--- config.mk ---
export PLATFORM = sky130hd
export DESIGN_NAME = hex_display_scanner_flat
export DESIGN_NICKNAME = d
export VERILOG_FILES = /design/src/rtl/hex_display_scanner_if.sv /design/src/rtl/hex_display_scanner.sv /design/src/flat_wrapper.sv
export SDC_FILE = /design/constraint.sdc
export NUM_CORES = 1
export LEC_CHECK = 0
export BUFFER_PORTS_ARGS = -buffer_cell sky130_fd_sc_hd__buf_2
export CORE_MARGIN = 4
export CORE_UTILIZATION = 38
export DETAILED_ROUTE_END_ITERATION = 7
export SYNTH_ARGS = -nofsm -noshare
export SYNTH_HDL_FRONTEND = slang
export SYNTH_SLANG_ARGS = --single-unit
--- constraint.sdc ---
create_clock -name clock -period 3.24 [get_ports clock]
set_clock_uncertainty 0.1 [all_clocks]
set_input_delay 0.648 -clock clock [delete_from_list [all_inputs] [get_ports clock]]
set_output_delay 0.648 -clock clock [all_outputs]
set_load 0.01 [all_outputs]
--- src/rtl/hex_display_scanner_if.sv ---
// Display-side bundle of the hex scanner: word to show plus the LED drive pins.
interface hex_display_scanner_if;
  logic [15:0] value;
  logic        value_valid;
  logic        lz_toggle;
  logic [6:0]  seg_n;
  logic [3:0]  an_n;
  logic        dp_n;
  logic        frame_start;

  // Driver of the word and owner of the pins (board / bench side)
  modport master (
    output value, value_valid, lz_toggle,
    input  seg_n, an_n, dp_n, frame_start
  );

  // Scanner side
  modport slave (
    input  value, value_valid, lz_toggle,
    output seg_n, an_n, dp_n, frame_start
  );
endinterface

--- src/rtl/hex_display_scanner.sv ---
// Four-digit multiplexed hex display scanner.
// A whole 16-bit word is captured once per frame (at the digit 3 -> 0 step) so a
// frame never mixes two words. Digit enable and segment pattern come out of the
// same register stage, so no digit ever shows a neighbour's pattern.
module hex_display_scanner #(
  parameter int unsigned REFRESH_DIV = 50000,
  parameter bit          LZ_DEFAULT  = 1'b0
) (
  input  logic                   clock,
  input  logic                   resetn,
  hex_display_scanner_if.slave   bus
);

  localparam int unsigned CW = (REFRESH_DIV > 1) ? $clog2(REFRESH_DIV) : 1;
  localparam logic [CW-1:0] CNT_LAST = CW'(REFRESH_DIV - 1);

  logic [CW-1:0] r_cnt;
  logic [1:0]    r_idx;
  logic [15:0]   r_snap;
  logic          r_snap_valid;
  logic          r_lz_pend;     // toggled by lz_toggle, applied at next snapshot
  logic          r_lz_act;      // suppression state of the frame on display
  logic          r_frame_start;
  logic [3:0]    r_an_n;
  logic [6:0]    r_seg_n;

  logic          w_tick;
  logic          w_snap_tick;
  logic [3:0]    w_nib;
  logic          w_upper_zero;
  logic          w_blank;
  logic [6:0]    w_seg_n;
  logic [3:0]    w_an_n;

  assign w_tick      = (r_cnt == CNT_LAST);
  assign w_snap_tick = w_tick && (r_idx == 2'd3);
  assign w_nib       = r_snap[{r_idx, 2'b00} +: 4];

  // Refresh counter: 0..REFRESH_DIV-1, wraps on tick
  always_ff @(posedge clock or negedge resetn) begin
    if (!resetn)      r_cnt <= '0;
    else if (w_tick)  r_cnt <= '0;
    else              r_cnt <= r_cnt + CW'(1);
  end

  // Digit index steps once per tick
  always_ff @(posedge clock or negedge resetn) begin
    if (!resetn)      r_idx <= 2'd0;
    else if (w_tick)  r_idx <= r_idx + 2'd1;
  end

  // Frame snapshot of the word and its validity
  always_ff @(posedge clock or negedge resetn) begin
    if (!resetn) begin
      r_snap       <= 16'h0000;
      r_snap_valid <= 1'b0;
    end else if (w_snap_tick) begin
      r_snap       <= bus.value;
      r_snap_valid <= bus.value_valid;
    end
  end

  // Suppression: toggles land in the pending copy; the snapshot promotes the
  // pending value as it stood before this cycle, so a toggle coincident with
  // the snapshot only shows up one frame later.
  always_ff @(posedge clock or negedge resetn) begin
    if (!resetn) begin
      r_lz_pend <= LZ_DEFAULT;
      r_lz_act  <= LZ_DEFAULT;
    end else begin
      r_lz_pend <= r_lz_pend ^ bus.lz_toggle;
      if (w_snap_tick) r_lz_act <= r_lz_pend;
    end
  end

  // frame_start marks the cycle after a snapshot
  always_ff @(posedge clock or negedge resetn) begin
    if (!resetn) r_frame_start <= 1'b0;
    else         r_frame_start <= w_snap_tick;
  end

  // Are all nibbles from the current digit upward zero (digit 0 never counts)
  always_comb begin
    w_upper_zero = 1'b0;
    case (r_idx)
      2'd1:    w_upper_zero = (r_snap[15:4]  == 12'h000);
      2'd2:    w_upper_zero = (r_snap[15:8]  == 8'h00);
      2'd3:    w_upper_zero = (r_snap[15:12] == 4'h0);
      default: w_upper_zero = 1'b0;
    endcase
  end

  assign w_blank = !r_snap_valid || (r_lz_act && w_upper_zero);

  // Hex glyph decode, {g,f,e,d,c,b,a} active-low
  always_comb begin
    w_seg_n = 7'h7F;
    case (w_nib)
      4'h0: w_seg_n = ~7'h3F;
      4'h1: w_seg_n = ~7'h06;
      4'h2: w_seg_n = ~7'h5B;
      4'h3: w_seg_n = ~7'h4F;
      4'h4: w_seg_n = ~7'h66;
      4'h5: w_seg_n = ~7'h6D;
      4'h6: w_seg_n = ~7'h7D;
      4'h7: w_seg_n = ~7'h07;
      4'h8: w_seg_n = ~7'h7F;
      4'h9: w_seg_n = ~7'h6F;
      4'hA: w_seg_n = ~7'h77;
      4'hB: w_seg_n = ~7'h7C;
      4'hC: w_seg_n = ~7'h39;
      4'hD: w_seg_n = ~7'h5E;
      4'hE: w_seg_n = ~7'h79;
      4'hF: w_seg_n = ~7'h71;
      default: w_seg_n = 7'h7F;
    endcase
  end

  // One-hot-low enable for the current digit
  always_comb begin
    w_an_n        = 4'hF;
    w_an_n[r_idx] = 1'b0;
  end

  // Enable and pattern registered together; a blanked digit also drops segments
  always_ff @(posedge clock or negedge resetn) begin
    if (!resetn) begin
      r_an_n  <= 4'hF;
      r_seg_n <= 7'h7F;
    end else if (w_blank) begin
      r_an_n  <= 4'hF;
      r_seg_n <= 7'h7F;
    end else begin
      r_an_n  <= w_an_n;
      r_seg_n <= w_seg_n;
    end
  end

  assign bus.an_n        = r_an_n;
  assign bus.seg_n       = r_seg_n;
  assign bus.dp_n        = 1'b1;
  assign bus.frame_start = r_frame_start;

endmodule

--- src/flat_wrapper.sv ---
// flat-port wrapper written by rule: the top's interface ports become plain ports
module hex_display_scanner_flat 
#(
  parameter int unsigned REFRESH_DIV = 50000,
  parameter bit          LZ_DEFAULT  = 1'b0
)
  (clock, resetn, bus_value, bus_value_valid, bus_lz_toggle, bus_seg_n, bus_an_n, bus_dp_n, bus_frame_start);
  hex_display_scanner_if bus_i ();
  input  logic clock;
  input  logic resetn;
  input wire logic [$bits(bus_i.value)-1:0] bus_value;
  input wire logic [$bits(bus_i.value_valid)-1:0] bus_value_valid;
  input wire logic [$bits(bus_i.lz_toggle)-1:0] bus_lz_toggle;
  output wire logic [$bits(bus_i.seg_n)-1:0] bus_seg_n;
  output wire logic [$bits(bus_i.an_n)-1:0] bus_an_n;
  output wire logic [$bits(bus_i.dp_n)-1:0] bus_dp_n;
  output wire logic [$bits(bus_i.frame_start)-1:0] bus_frame_start;
  assign bus_i.value = bus_value;
  assign bus_i.value_valid = bus_value_valid;
  assign bus_i.lz_toggle = bus_lz_toggle;
  assign bus_seg_n = bus_i.seg_n;
  assign bus_an_n = bus_i.an_n;
  assign bus_dp_n = bus_i.dp_n;
  assign bus_frame_start = bus_i.frame_start;
  hex_display_scanner #(.REFRESH_DIV(REFRESH_DIV), .LZ_DEFAULT(LZ_DEFAULT)) u_core (.clock(clock), .resetn(resetn), .bus(bus_i));
endmodule
# After elaboration in Yosys (flattened, before gate mapping)
# Memories as Yosys holds them, arrays and structs flattened.
# Cells that the tools add are included.
# totals
rom_bits	112
reg_bits	49
memories	1
# classes
n_shift	1
magnitude_cmp	2
muxes	6
bitwise	2
reduce_logical	8
n_eq_ne	4
addsub	2
# memory_table
name	depth	word_bits	read_ports	rd_clocked_by_memory_dff	wr	line_no	source
(name not given)	16	7	1	0	0	hex_display_scanner.sv:98	case (w_nib)
# op_table
op	count
adder 16 x 1 -> 16 bit (second input constant)	1
equality test 16 bit (second input constant)	1
two-way mux 16 bit	1
indexed part select 16 x 5 -> 4 bit	1
zero test 12 bit	1
zero test 8 bit	1
two-way mux 7 bit	1
equality test 2 bit (second input constant)	2
zero test 4 bit	1
two-way mux 4 bit	1
inverter 4 bit	1
logical AND 1 bit	3
< comparator 2 x 3 -> 1 bit (second input constant)	1
one-hot mux 1 bit (3 select lines)	1
adder 2 x 1 -> 2 bit (second input constant)	1
demux 1 bit (select 2 bit)	1
equality test 2 x 1 -> 1 bit (second input constant)	1
>= comparator 2 x 1 -> 1 bit (second input constant)	1
zero test 1 bit	1
logical OR 1 bit	1
two-way mux 1 bit	1
bitwise XOR 1 bit	1

# Logic depth before layout (Yosys ltp)
# logic_depth
word_depth	6
depth_mapped	8
ltp_nobuf	6

# Worst setup path after synthesis
# Ideal clock, no wire load.
# synth_path
path_type	register to register
start	reg u_core.r_idx[0]
end	reg u_core.r_seg_n[3], in the netlist u_core.bus.seg_n[3]
setup_slack_ps	1167
path_buffers	2
path_stages_with_launch	8
required_time_ps	3059
t_arrival_ps	1892
path_cell_list	dfrtp_1 > buf_2 > inv_2 > ha_1 > or4b_1 > o41a_1 > buf_4 > o211ai_1
# synth_via
elab_chain_len	5
# synth_lines
item	line_no	source
start: declaration	hex_display_scanner.sv:18	logic [1:0] r_idx;
start signal: assignment	hex_display_scanner.sv:49	else if (w_tick) r_idx <= r_idx + 2'd1;
parallel branches: the longest is 4 deep, another holds memory read (16 x 7 bit)	-	
two-way mux 7 bit (*)	hex_display_scanner.sv:130	end else if (w_blank) begin
end signal: assignment	hex_display_scanner.sv:135	r_seg_n <= w_seg_n;
end: declaration	hex_display_scanner.sv:25	logic [6:0] r_seg_n;
# Every way passes the cells marked *.
# A chain may end at the register's enable or synchronous reset.

# Worst setup path after layout
# layout_path
start	reg u_core.r_idx[0]
end	reg u_core.r_seg_n[2], in the netlist u_core.bus.seg_n[2]
# The elaborated chain is that of the path after synthesis.

==> summary.md <==
| Metric | Value |
|---|---|
| Hold WC Path Type | reg -> reg |
| CTS Buf Count | 5 |
| CTS tree | yes |
| Ant diodes | 0 |
| Area Growth Syn to Fin | 12.73% |
| Number of buffers added for setup after CTS | 0 |
| FF-to-FF Start | u_core.r_idx[0] |
| Hold-fix buffers, CTS | 0 |
| Path type of the worst setup path | reg -> reg |
| #FFs+latches synth | 49 |
| PostCTS Resize Cnt | 0 |
| Main combinational cell family by area after synthesis | multiplexers |
| Core area | around 6400 um2 |
| Worst-Margin Slew | 979.3 ps |
| HP Start | u_core.r_cnt[15] |
| Worst setup SP type | flip-flop |
| Part of the power in combinational logic | 8.1% |
| GRT Total Usage | between 10% and 20% |
| Post-Syn Area per Cell | 12.35 um2 |
| Post-Synth Simple-Gate Area | 13.58% |
| Gr ovfl total | 0 |
| Die width | 89.21 um |
| Ys flop type | dfrtp_1 |
| Setup-failing EPs final | 0 |
| Max-cap violations | 0 |
| Global-route wire length before repair | 7507 um |
| Seq/Total Area, Yosys | 49.48% |
| Post-synth ARST share | 100.0% |
| Internal | 916.4 uW |
| P_leak | 0.001306 uW |
| Sw power | 262.1 uW |
| Largest net degree at the start of global routing | 46 |
| Layout Utilization | 44.24% |
| CTS max path bufs | 2 |
| Maximum net fanout on the critical path | 11 |
| Pre-Repair DR Iteration Count | 4 |
| Switching share of power | about 22% |
| Max frequency | 0.4172 GHz |
| Die Footprint | 7958 um2 |
| Final Hold Slack | 382.9 ps |
| Via count | approximately 1600 |
| Core Rows | 29 |
| Slew margin rel. | 34.72% |
| Initial antenna violation count | 0 |
| Routed len/inst | 14.41 um |
| XOR/XNOR Fraction of Synth Area | 3.495% |
| IO buf count | 31 |
| Fin nets | 267 |
| Cell Pwr Density | 417.2 nW/um2 |
| VDD IR max | 0.2661 mV |
| Post-synthesis mux area share | 18.22% |
| Power consumption | 1179 uW |
| Drt initial violations | 62 |
| Syn nets | 235 |
| Area share of fa/ha/maj cells after synthesis | 5.991% |
| Worst R2R Setup Slack | 840 ps |
| Hold path depth | 1 |
| Final hold vios | 0 |
| RSZ-0062 raised after global routing | false |
| Status | finished clean |
| Die Ht | ~89 um |
| Setup WS post-layout | 842.8 ps |
| H-tree depth | 2 |
| Final critical-path share of the clock period | 73.99% |
| Post-Synthesis Cell Area | 2506 um2 |
| Clock sink count | 49 |
| Detail Placement HPWL | between 3000 and 4000 um |
| Clock Power Share | 36.1% |
| Synthesized instance count | 203 |
| Routed Antenna Nets | 0 |
| Final wirelength | 4511 um |
| Vias/cell | around 5.2 |
| DRC | 0 |
| IO Pins | 33 |
| FF-to-FF End | u_core.bus.seg_n[2] |
| Initial Utilization | 39.24% |
| Yosys cell types | 48 |
| Layout cells sized above 1 | about a third |
| Post-synthesis compound-gate area fraction | 6.590% |
| Min cycle time layout | 2397 ps |
| Clk Latency, worst-skew pair | 300 ps |
| Max Slew Vio Count | 0 |
| Post-synth EDFFs | 0 |
| Crit end category | flip-flop |
| Fin Setup TNS | 0 ps |
| Vias in the first global route | 1505 |
| Seq pwr share | 55.8% |
| Worst EP arrival | 2490 ps |
| GP Congestion | 0.8408 |
| R2R cell count | 5 |
| CTS Root Cell | clkbuf_8 |
| CTS clock-pin slew for the worst setup and hold paths | 90 ps |
| Post-place setup slack | 856.4 ps |
| WHS Endpoint | u_core.r_cnt[15] |
| Synthesis Warnings | 0 |
| CP required | about 3300 ps |
[cell type report]
class / instances / area (um2)
Fill cell: 609 / 3561
Sequential cell: 49 / 1240
Multi-Input combinational cell: 143 / 1204
Timing Repair Buffer: 32 / 162.7
Tap cell: 77 / 96.34
Clock buffer: 6 / 72.57
Clock inverter: 2 / 35.03
Inverter: 4 / 15.01
[cell usage in the layout (no fill, tap or decap), types with 2 or more instances in the layout]
| master | count |
|---|---|
| o221ai_1 | 3 |
| a21oi_1 | 5 |
| and4_1 | 2 |
| inv_1 | 3 |
| dfstp_2 | 11 |
| ha_1 | 12 |
| nor2_1 | 13 |
| o21ai_0 | 4 |
| nand3_1 | 8 |
| nand2_1 | 16 |
| dfrtp_1 | 38 |
| clkbuf_8 | 5 |
| mux2_4 | 10 |
| mux2i_1 | 7 |
| a31oi_1 | 2 |
| mux2_2 | 15 |
| xnor2_1 | 6 |
| mux4_2 | 2 |
| buf_2 | 31 |
| xor2_1 | 4 |
| or3_1 | 2 |
| nor4_1 | 2 |
| and3_1 | 5 |
| o211ai_1 | 3 |
| and2_1 | 2 |
[stage by stage]
| stage | instances | instance area (um2) |
|---|---|---|
| after detailed placement | 305 | 2718 |
| final | 313 | 2825 |
| after CTS | 313 | 2825 |
| after floorplan | 203 | 2506 |
| after global routing | 313 | 2825 |
| after global placement | 305 | 2718 |
[critical path, stage by stage (launching register included)]
cell	delay [ps]
dfrtp_1	570
inv_2	190
ha_1	240
or4b_1	470
o41a_1	560
o311ai_0	160
[routing by layer]
metal	routed length [um]	track usage [%]	vias to the layer above	part of all wire, %
met5	0	0	-	0
met4	48	3.789	0	1.1
li1	-	-	798	-
met2	1950	17.15	29	43
met3	193	3.134	5	4.3
met1	2317	18.62	789	51
[how the worst max path moves through the flow]
| stage | slack, ps | to | from | cells after the start |
|---|---|---|---|---|
| CTS | 830 | u_core.bus.seg_n[2] | u_core.r_idx[0] | 5 |
| floorplan | 1170 | u_core.bus.seg_n[3] | u_core.r_idx[0] | 7 |
| detailed placement | 860 | u_core.bus.seg_n[2] | u_core.r_idx[0] | 5 |
| finish | 840 | u_core.bus.seg_n[2] | u_core.r_idx[0] | 5 |
| global placement | 930 | u_core.bus.seg_n[2] | u_core.r_idx[0] | 5 |
| global route | 720 | u_core.bus.seg_n[0] | u_core.r_idx[1] | 5 |
[kinds of logic (layout without fill, tap and decap cells)]
family,count (synthesis),count (layout)
AND/OR/NAND/NOR,61,61
flip-flops,49,49
multiplexers,35,35
AO/OA/AOI/OAI,24,24
adder cells (fa/ha/maj),12,12
buffers and inverters,11,44
XOR/XNOR,10,10
other,1,1
[Yosys cell counts, drive strengths merged, types with 2 or more instances]
| cell type | number | share of area (%) |
|---|---|---|
| and3 | 5 | 1.2 |
| xor2 | 4 | 1.4 |
| nor4 | 2 | 0.50 |
| ha | 12 | 6.0 |
| nor3 | 2 | 0.60 |
| o211ai | 3 | 0.90 |
| or3 | 2 | 0.50 |
| o21ai | 4 | 0.80 |
| nand3 | 8 | 1.6 |
| dfstp | 11 | 12 |
| nor2 | 13 | 1.9 |
| o221ai | 3 | 1.0 |
| dfrtp | 38 | 38 |
| buf | 6 | 1.7 |
| mux2 | 25 | 13 |
| xnor2 | 6 | 2.1 |
| inv | 4 | 0.60 |
| mux2i | 8 | 3.7 |
| and4 | 2 | 0.70 |
| a31oi | 2 | 0.50 |
| mux4 | 2 | 1.8 |
| and2 | 2 | 0.50 |
| a21oi | 5 | 1.0 |
| nand2 | 16 | 2.4 |
[registers in the layout, summed over array words and instances (netlist names)]
name	count
u_core.r_idx	2
u_core.r_cnt	16
u_core.r_lz_pend	1
u_core.bus.frame_start	1
u_core.bus.an_n	4
u_core.bus.seg_n	7
u_core.r_lz_act	1
u_core.r_snap_valid	1
u_core.r_snap	16
[power groups by stage]
stage | clock network (uW) | logic (uW) | registers, uW
6_report | 425 | 95.3 | 658
3_3_place_gp | 0 | 96.4 | 669
4_1_cts | 443 | 98.0 | 658
3_5_place_dp | 0 | 97.5 | 670
2_1_floorplan | 0 | 53.2 | 669
5_1_grt | 464 | 108 | 661
(Power assumes the default switching activity.)
